<file path="src/rtl/interrupt_source_conditioner.sv">
// Per-line interrupt conditioning (synchronise, edge/level detect, pending, mask) ahead of the priority controller.
// Optional two-flop input synchroniser enabled by defining INTR_SYNC_EN.
module interrupt_source_conditioner #(
    parameter int NO_OF_PERIPHERALS = 8,
    parameter int WIDTH             = $clog2(NO_OF_PERIPHERALS)
) (
    input  logic                         pclk,
    input  logic                         presetn,
    input  logic                         penable,
    input  logic                         pwrite,
    input  logic [1:0]                   paddr,
    input  logic [NO_OF_PERIPHERALS-1:0] pwdata,
    output logic [NO_OF_PERIPHERALS-1:0] prdata,
    output logic                         pready,
    input  logic [NO_OF_PERIPHERALS-1:0] irq_in,
    output logic [NO_OF_PERIPHERALS-1:0] interrupt_active,
    input  logic                         interrupt_valid,
    input  logic [WIDTH-1:0]             interrupt_to_be_service,
    input  logic                         interrupt_serviced
);

    localparam int N = NO_OF_PERIPHERALS;

    logic [N-1:0] mask_q, mode_q, pend_q, pend_d;
    logic [N-1:0] sync_q, sync_d_q, rise;
    logic [N-1:0] svc_clr, wr_clr, to_edge;
    logic [N-1:0] prdata_q;
    logic         pready_q;
    logic         wr_en;

`ifdef INTR_SYNC_EN
    logic [N-1:0] meta_q;

    always_ff @(posedge pclk or negedge presetn) begin
        if (!presetn) begin
            meta_q   <= '0;
            sync_q   <= '0;
            sync_d_q <= '0;
        end else begin
            meta_q   <= irq_in;
            sync_q   <= meta_q;
            sync_d_q <= sync_q;
        end
    end
`else
    always_ff @(posedge pclk or negedge presetn) begin
        if (!presetn) begin
            sync_q   <= '0;
            sync_d_q <= '0;
        end else begin
            sync_q   <= irq_in;
            sync_d_q <= sync_q;
        end
    end
`endif

    assign rise  = sync_q & ~sync_d_q;
    assign wr_en = penable & pwrite;

    always_comb begin
        svc_clr = '0;
        if (interrupt_serviced && interrupt_valid) begin
            for (int i = 0; i < N; i++) begin
                if (int'(interrupt_to_be_service) == i) svc_clr[i] = 1'b1;
            end
        end
        wr_clr  = (wr_en && paddr == 2'd2) ? pwdata : '0;
        to_edge = (wr_en && paddr == 2'd1) ? (pwdata & ~mode_q) : '0;
        pend_d  = '0;
        // Level bits track the line; a bit switching to edge starts from a clean slate.
        for (int i = 0; i < N; i++) begin
            if (!mode_q[i])
                pend_d[i] = to_edge[i] ? rise[i] : sync_q[i];
            else
                pend_d[i] = rise[i] | (pend_q[i] & ~(svc_clr[i] | wr_clr[i]));
        end
    end

    always_ff @(posedge pclk or negedge presetn) begin
        if (!presetn) begin
            pend_q <= '0;
        end else begin
            pend_q <= pend_d;
        end
    end

    always_ff @(posedge pclk or negedge presetn) begin
        if (!presetn) begin
            mask_q   <= '0;
            mode_q   <= '0;
            prdata_q <= '0;
            pready_q <= 1'b0;
        end else if (penable) begin
            pready_q <= 1'b1;
            if (pwrite) begin
                case (paddr)
                    2'd0:    mask_q <= pwdata;
                    2'd1:    mode_q <= pwdata;
                    default: ;
                endcase
            end else begin
                case (paddr)
                    2'd0:    prdata_q <= mask_q;
                    2'd1:    prdata_q <= mode_q;
                    2'd2:    prdata_q <= pend_q;
                    default: prdata_q <= sync_q;
                endcase
            end
        end else begin
            pready_q <= 1'b0;
        end
    end

    assign prdata           = prdata_q;
    assign pready           = pready_q;
    assign interrupt_active = pend_q & mask_q;

endmodule

</file>
<file path="config.mk">
export PLATFORM = sky130hd
export DESIGN_NAME = interrupt_source_conditioner
export DESIGN_NICKNAME = d
export VERILOG_FILES = /design/src/rtl/interrupt_source_conditioner.sv
export SDC_FILE = /design/constraint.sdc
export NUM_CORES = 1
export LEC_CHECK = 0
export ABC_AREA = 1
export CAP_MARGIN = 20
export CORE_ASPECT_RATIO = 0.75
export CORE_UTILIZATION = 51
export CTS_CLUSTER_DIAMETER = 100
export DETAILED_ROUTE_END_ITERATION = 6
export GPL_ROUTABILITY_DRIVEN = 0
export PLACE_DENSITY = 0.83
export REMOVE_ABC_BUFFERS = 1
export SLEW_MARGIN = 20
export SYNTH_ARGS = -nofsm -noshare
export SYNTH_HDL_FRONTEND = slang
export SYNTH_SLANG_ARGS = --single-unit
</file>
<file path="constraint.sdc">
create_clock -name pclk -period 0.96 [get_ports pclk]
set_input_delay 0.096 -clock pclk [delete_from_list [all_inputs] [get_ports pclk]]
set_output_delay 0.096 -clock pclk [all_outputs]
set_load 0.02 [all_outputs]
</file>
Word level (Yosys, flattened, before mapping)
Index checks and enable logic that the tools add are counted.
{"block": "totals", "regBits": 49, "latch_bits": 0, "ram_bits": 0, "romBits": 0, "output_inout_bits": 17, "word_cells": 92, "n_memories": 0}
{"block": "classes", "addsub": 0, "mul": 0, "n_div": 0, "order_cmp": 0, "n_eq_ne": 9, "shift": 0, "muxes": 29, "bitwise": 39, "reduce_logical": 8}
{"operator": "1-bit two-way mux", "n": 25}
{"operator": "8-bit AND", "n": 3}
{"operator": "8-bit two-way mux", "n": 3}
{"operator": "8-bit one-hot mux with 3 select lines", "n": 1}
{"operator": "8-bit NOT", "n": 2}
{"operator": "1-bit OR", "n": 16}
{"operator": "3-bit equality test (second input constant)", "n": 4}
{"operator": "1-bit AND", "n": 9}
{"operator": "1-bit NOT", "n": 9}
{"operator": "3-bit by 2-bit equality test with 1-bit output (second input constant)", "n": 2}
{"operator": "3-bit AND reduction", "n": 2}
{"operator": "3-bit by 1-bit equality test with 1-bit output (second input constant)", "n": 1}
{"operator": "1-bit logical AND", "n": 3}
{"operator": "3-bit logical NOT", "n": 1}
{"operator": "2-bit by 1-bit equality test with 1-bit output (second input constant)", "n": 1}
{"operator": "2-bit equality test (second input constant)", "n": 1}
{"operator": "2-bit logical NOT", "n": 1}
{"operator": "2-bit AND reduction", "n": 1}

Logic depth before layout (Yosys ltp)
Gate-level depths: netlist (run 1).
{"block": "logic_depth", "word_depth": 8, "depth_mapped": 8}

Worst setup path after synthesis (run 1)
Ideal clock, no wire load.
{"block": "synth_timing", "kind": "input-to-reg", "from": "in paddr[0]", "to": "reg pend_q[6]", "setup_ps": 117, "arrival_ps": 691, "required_time_ps": 843, "setup_slack_ps": 152, "cell_stages": 8, "path_cell_list": "inv_1 -> nor2_4 -> buf_6 -> nand3_1 -> nand2_1 -> nand2_1 -> nand2_1 -> nand2_1"}
{"block": "synth_between", "elab_chain_len": 8, "elab_cells_between_ends": 12}
{"element": "start: declaration", "line": "11", "rtl": "input logic [1:0] paddr,"}
{"element": "2-bit equality test", "line": "67", "rtl": "wr_clr = (wr_en && paddr == 2'd2) ? pwdata : '0;"}
{"element": "1-bit logical AND", "line": "67"}
{"element": "8-bit two-way mux", "line": "67"}
{"element": "1-bit OR", "line": "75", "rtl": "pend_d[i] = rise[i] | (pend_q[i] & ~(svc_clr[i] | wr_clr[i]));"}
{"element": "1-bit NOT", "line": "75"}
{"element": "1-bit AND", "line": "75"}
{"element": "1-bit OR", "line": "75"}
{"element": "1-bit two-way mux *", "line": "72", "rtl": "if (!mode_q[i])"}
{"element": "via pend_d[6]", "line": "24", "rtl": "logic [N-1:0] mask_q, mode_q, pend_q, pend_d;"}
{"element": "end signal: assignment", "line": "83", "rtl": "pend_q <= pend_d;"}
{"element": "end: declaration", "line": "24"}
Mark *: on every way through the listed nets, which the timed path passes. The rest lies on a longest branch.
A chain may end at the register's enable or synchronous reset.

Worst setup path in the final report (run 1)
{"block": "layout_timing", "from": "reg pend_q[3]", "to": "out interrupt_active[3]"}
{"block": "layout_between", "elab_chain_len": 1}
{"element": "8-bit AND", "line": "116", "rtl": "assign interrupt_active = pend_q & mask_q;"}
{"element": "end: declaration", "line": "16", "rtl": "output logic [NO_OF_PERIPHERALS-1:0] interrupt_active,"}
Every way passes these cells.

==> results of run 1 <==
-- logic make-up (layout without fill, tap and decap cells) --
logic type             Yosys count  count (layout)  share of synthesized area (%)
buffers and inverters           31             124                           6.97
flip-flops                      49              49                           55.1
AO/OA/AOI/OAI                   16              16                           3.60
AND/OR/NAND/NOR                176             176                           34.3
-- power groups by stage --
| stage | combinational, W | clock [W] | sequential, W |
|---|---|---|---|
| 5_1_grt | 0.00176 | 0.00126 | 0.00259 |
| 3_5_place_dp | 0.00146 | 0 | 0.00257 |
| 6_report | 0.00161 | 0.00119 | 0.00256 |
| 3_3_place_gp | 0.00143 | 0 | 0.00256 |
| 2_1_floorplan | 0.000532 | 0 | 0.00262 |
| 4_1_cts | 0.00147 | 0.00119 | 0.00253 |
-- timing repair --
action	in CTS	in global routing
gates resized for setup	100	33
gates cloned	0	0
pin swaps	12	13
hold endpoints to repair	49	0
setup endpoints to repair	49	29
hold buffers	1	0
setup buffers	3	5
-- worst reg2reg max path: cells and delay by family (launching register included) --
family,cells,cell delay [ns]
compound gates,1,0.10
buf+inv,1,0.14
flops,1,0.44
simple gates,3,0.21
-- worst paths after layout --
path | start | to | cells after the start
min in group asynchronous | presetn | sync_q[1]$_DFF_PN0_ | 3
max in group asynchronous | presetn | sync_d_q[0]$_DFF_PN0_ | 3
worst min-delay path | penable | pready$_DFF_PN0_ | 1
worst max register to register | pend_q[3]$_DFF_PN0_ | prdata[3]$_DFFE_PN0P_ | 5
worst max-delay path | pend_q[3]$_DFF_PN0_ | interrupt_active[3] | 3
worst min register to register | sync_q[0]$_DFF_PN0_ | sync_d_q[0]$_DFF_PN0_ | 0
-- flip-flops by register name, indices dropped and copies added, names as in the netlist --
signal    count
mask_q        8
mode_q        8
pend_q        8
prdata        8
sync_d_q      8
sync_q        8
pready        1
-- layer usage --
metal  vias up  global-route usage [%]  part of all wire (%)
li1       1033                       -                     -
met1      1035                    35.8                    43
met2       106                    44.0                    47
met3        12                    5.69                   7.6
met4         0                    13.8                   1.9
met5         -                       0                     0
-- stage by stage --
step / total power (W) / std cells / util [%] / worst slack, ns / area, sq um
2_1_floorplan: 0.00316 / 266 / - / 0.150 / 2160
3_3_place_gp: 0.00398 / 404 / 73.6 / -0.422 / 3020
3_5_place_dp: 0.00403 / 404 / 73.6 / -0.467 / 3020
4_1_cts: 0.00519 / 415 / 75.8 / -0.0908 / 3110
5_1_grt: 0.00561 / 420 / 78.8 / -0.142 / 3240
6_report: 0.00535 / 420 / 78.8 / -0.120 / 3240
-- Yosys cell counts --
master   count  area (sq um)
buf_2        1          5.00
buf_6        5          56.3
dfrtp_1     49          1230
inv_1       24          90.1
inv_2        1          3.75
nand2_1    115           432
nand2_2      2          12.5
nand2_4      1          11.3
nand3_1     23           115
nand3_2      1          10.0
nand4_1      8          50.1
nor2_1      22          82.6
nor2_4       3          33.8
nor3_4       1          16.3
o21ai_0     16          80.1
-- final cells by class --
class | instances | area [sq um]
flip-flops and latches | 49 | 1230
multi-input cells | 192 | 893
repair buffers | 91 | 871
fillers | 303 | 868
inverters | 25 | 93.8
clock buffers | 6 | 72.6
well taps | 55 | 68.8
clock inverters | 2 | 10.0
==> run metrics, run 1 <==
status finished, violations left; failing checks setup timing; DR WL/cell 13.7 um; layout cells sized above 1 27.1%; startpoint types flip-flop; Cell Area, Synth 2220 sq um; slew margin rel. 84.7%; Sw Share 31.3%; clock sink count 49; highest cell delay on the worst timing path 0.44 ns; synth warn 0; worst vdd ir 1.15 mV; Max Clk Rate 926 MHz; Final Hold Viols 0; CP max stage cell dfrtp_1; P_int 0.00368 W; first-pass GRT wire length 9370 um; crit path cell chain nand2_1 -> inv_1 -> buf_6; final hold slack 0.0939 ns; Post-Synthesis Cells 272; Core ar. 4100 sq um; RSZ-0062 raised after global routing yes; # DRC 0; port bufs 43; initial antenna violation count 0; Clock power frac 22.2%; gr ovfl total 0; syn avg cell area 8.18 sq um; Pre-antenna DRT Iters 4; Synth cell types 15; Area growth syn-to-layout 45.4%; clock transition at the registers of the reported paths 0.09 ns; via count 2186; initial core utilization 54.2%; most frequent cells in the layout nand2_1, dfrtp_1, buf_4; row cnt 20; number of global-route vias before repair 2000; htree depth 2; Antenna Cells 0; min cycle time layout 1.08 ns; Worst EP arrival 0.98 ns; delay-heaviest family, CP flip-flops; Worst EP required 0.86 ns; Final ANT Viol Nets 0; die width 78.3 um; post-synthesis sequential area ratio 55.1%; Yosys reg bits 49; CP Buf/Inv Count 2; maximum fanout along the worst path 2; hpwl dp 3910 um; largest net degree at the start of global routing 33; Clock Tree Root clkbuf_8; vias per cell 5.20; Tightest Pin Transition 0.229 ns; period utilisation layout 112%; combinational share of power 30.0%; Max-cap violations 0; Hold WC Path Type input port to flip-flop; flop2flop setup slack -0.03 ns; Num CTS Buffers 5; CTS tree yes; Final TNS setup -0.710 ns; Die Height 59.2 um; cell area power density 1650 nW/um^2; DRC marker count from the first detailed-route iteration 190; Slew Viols, Final 0; LEAKAGE 1.68 nW; die area 4630 sq um; NumNets Final 391; Reg power frac 47.8%; Clock Tree Buf Depth 2; Psw 0.00167 W; most common cell after layout, fill and taps aside nand2_1; Top-Level Pins 44; Post-Route WL 5770 um; Worst Setup Slack, final -0.120 ns; Worst Path Class, Setup flip-flop to primary output; Setup Viol. Count Final 10; total track usage 27.3%; kind of end point of the critical path primary output; Clk Latency, worst-skew pair 0.31 ns; Clock Skew 0.00635 ns
(Power assumes the default switching activity.)
==> run 2, diff against run 1 <==
ABC_CLOCK_PERIOD_IN_PS = 960   (was unset)
GPL_ROUTABILITY_DRIVEN = unset   (was 0)
==> results of run 2 <==
The final DEF is identical to that of run 1; final timing and power are the same.
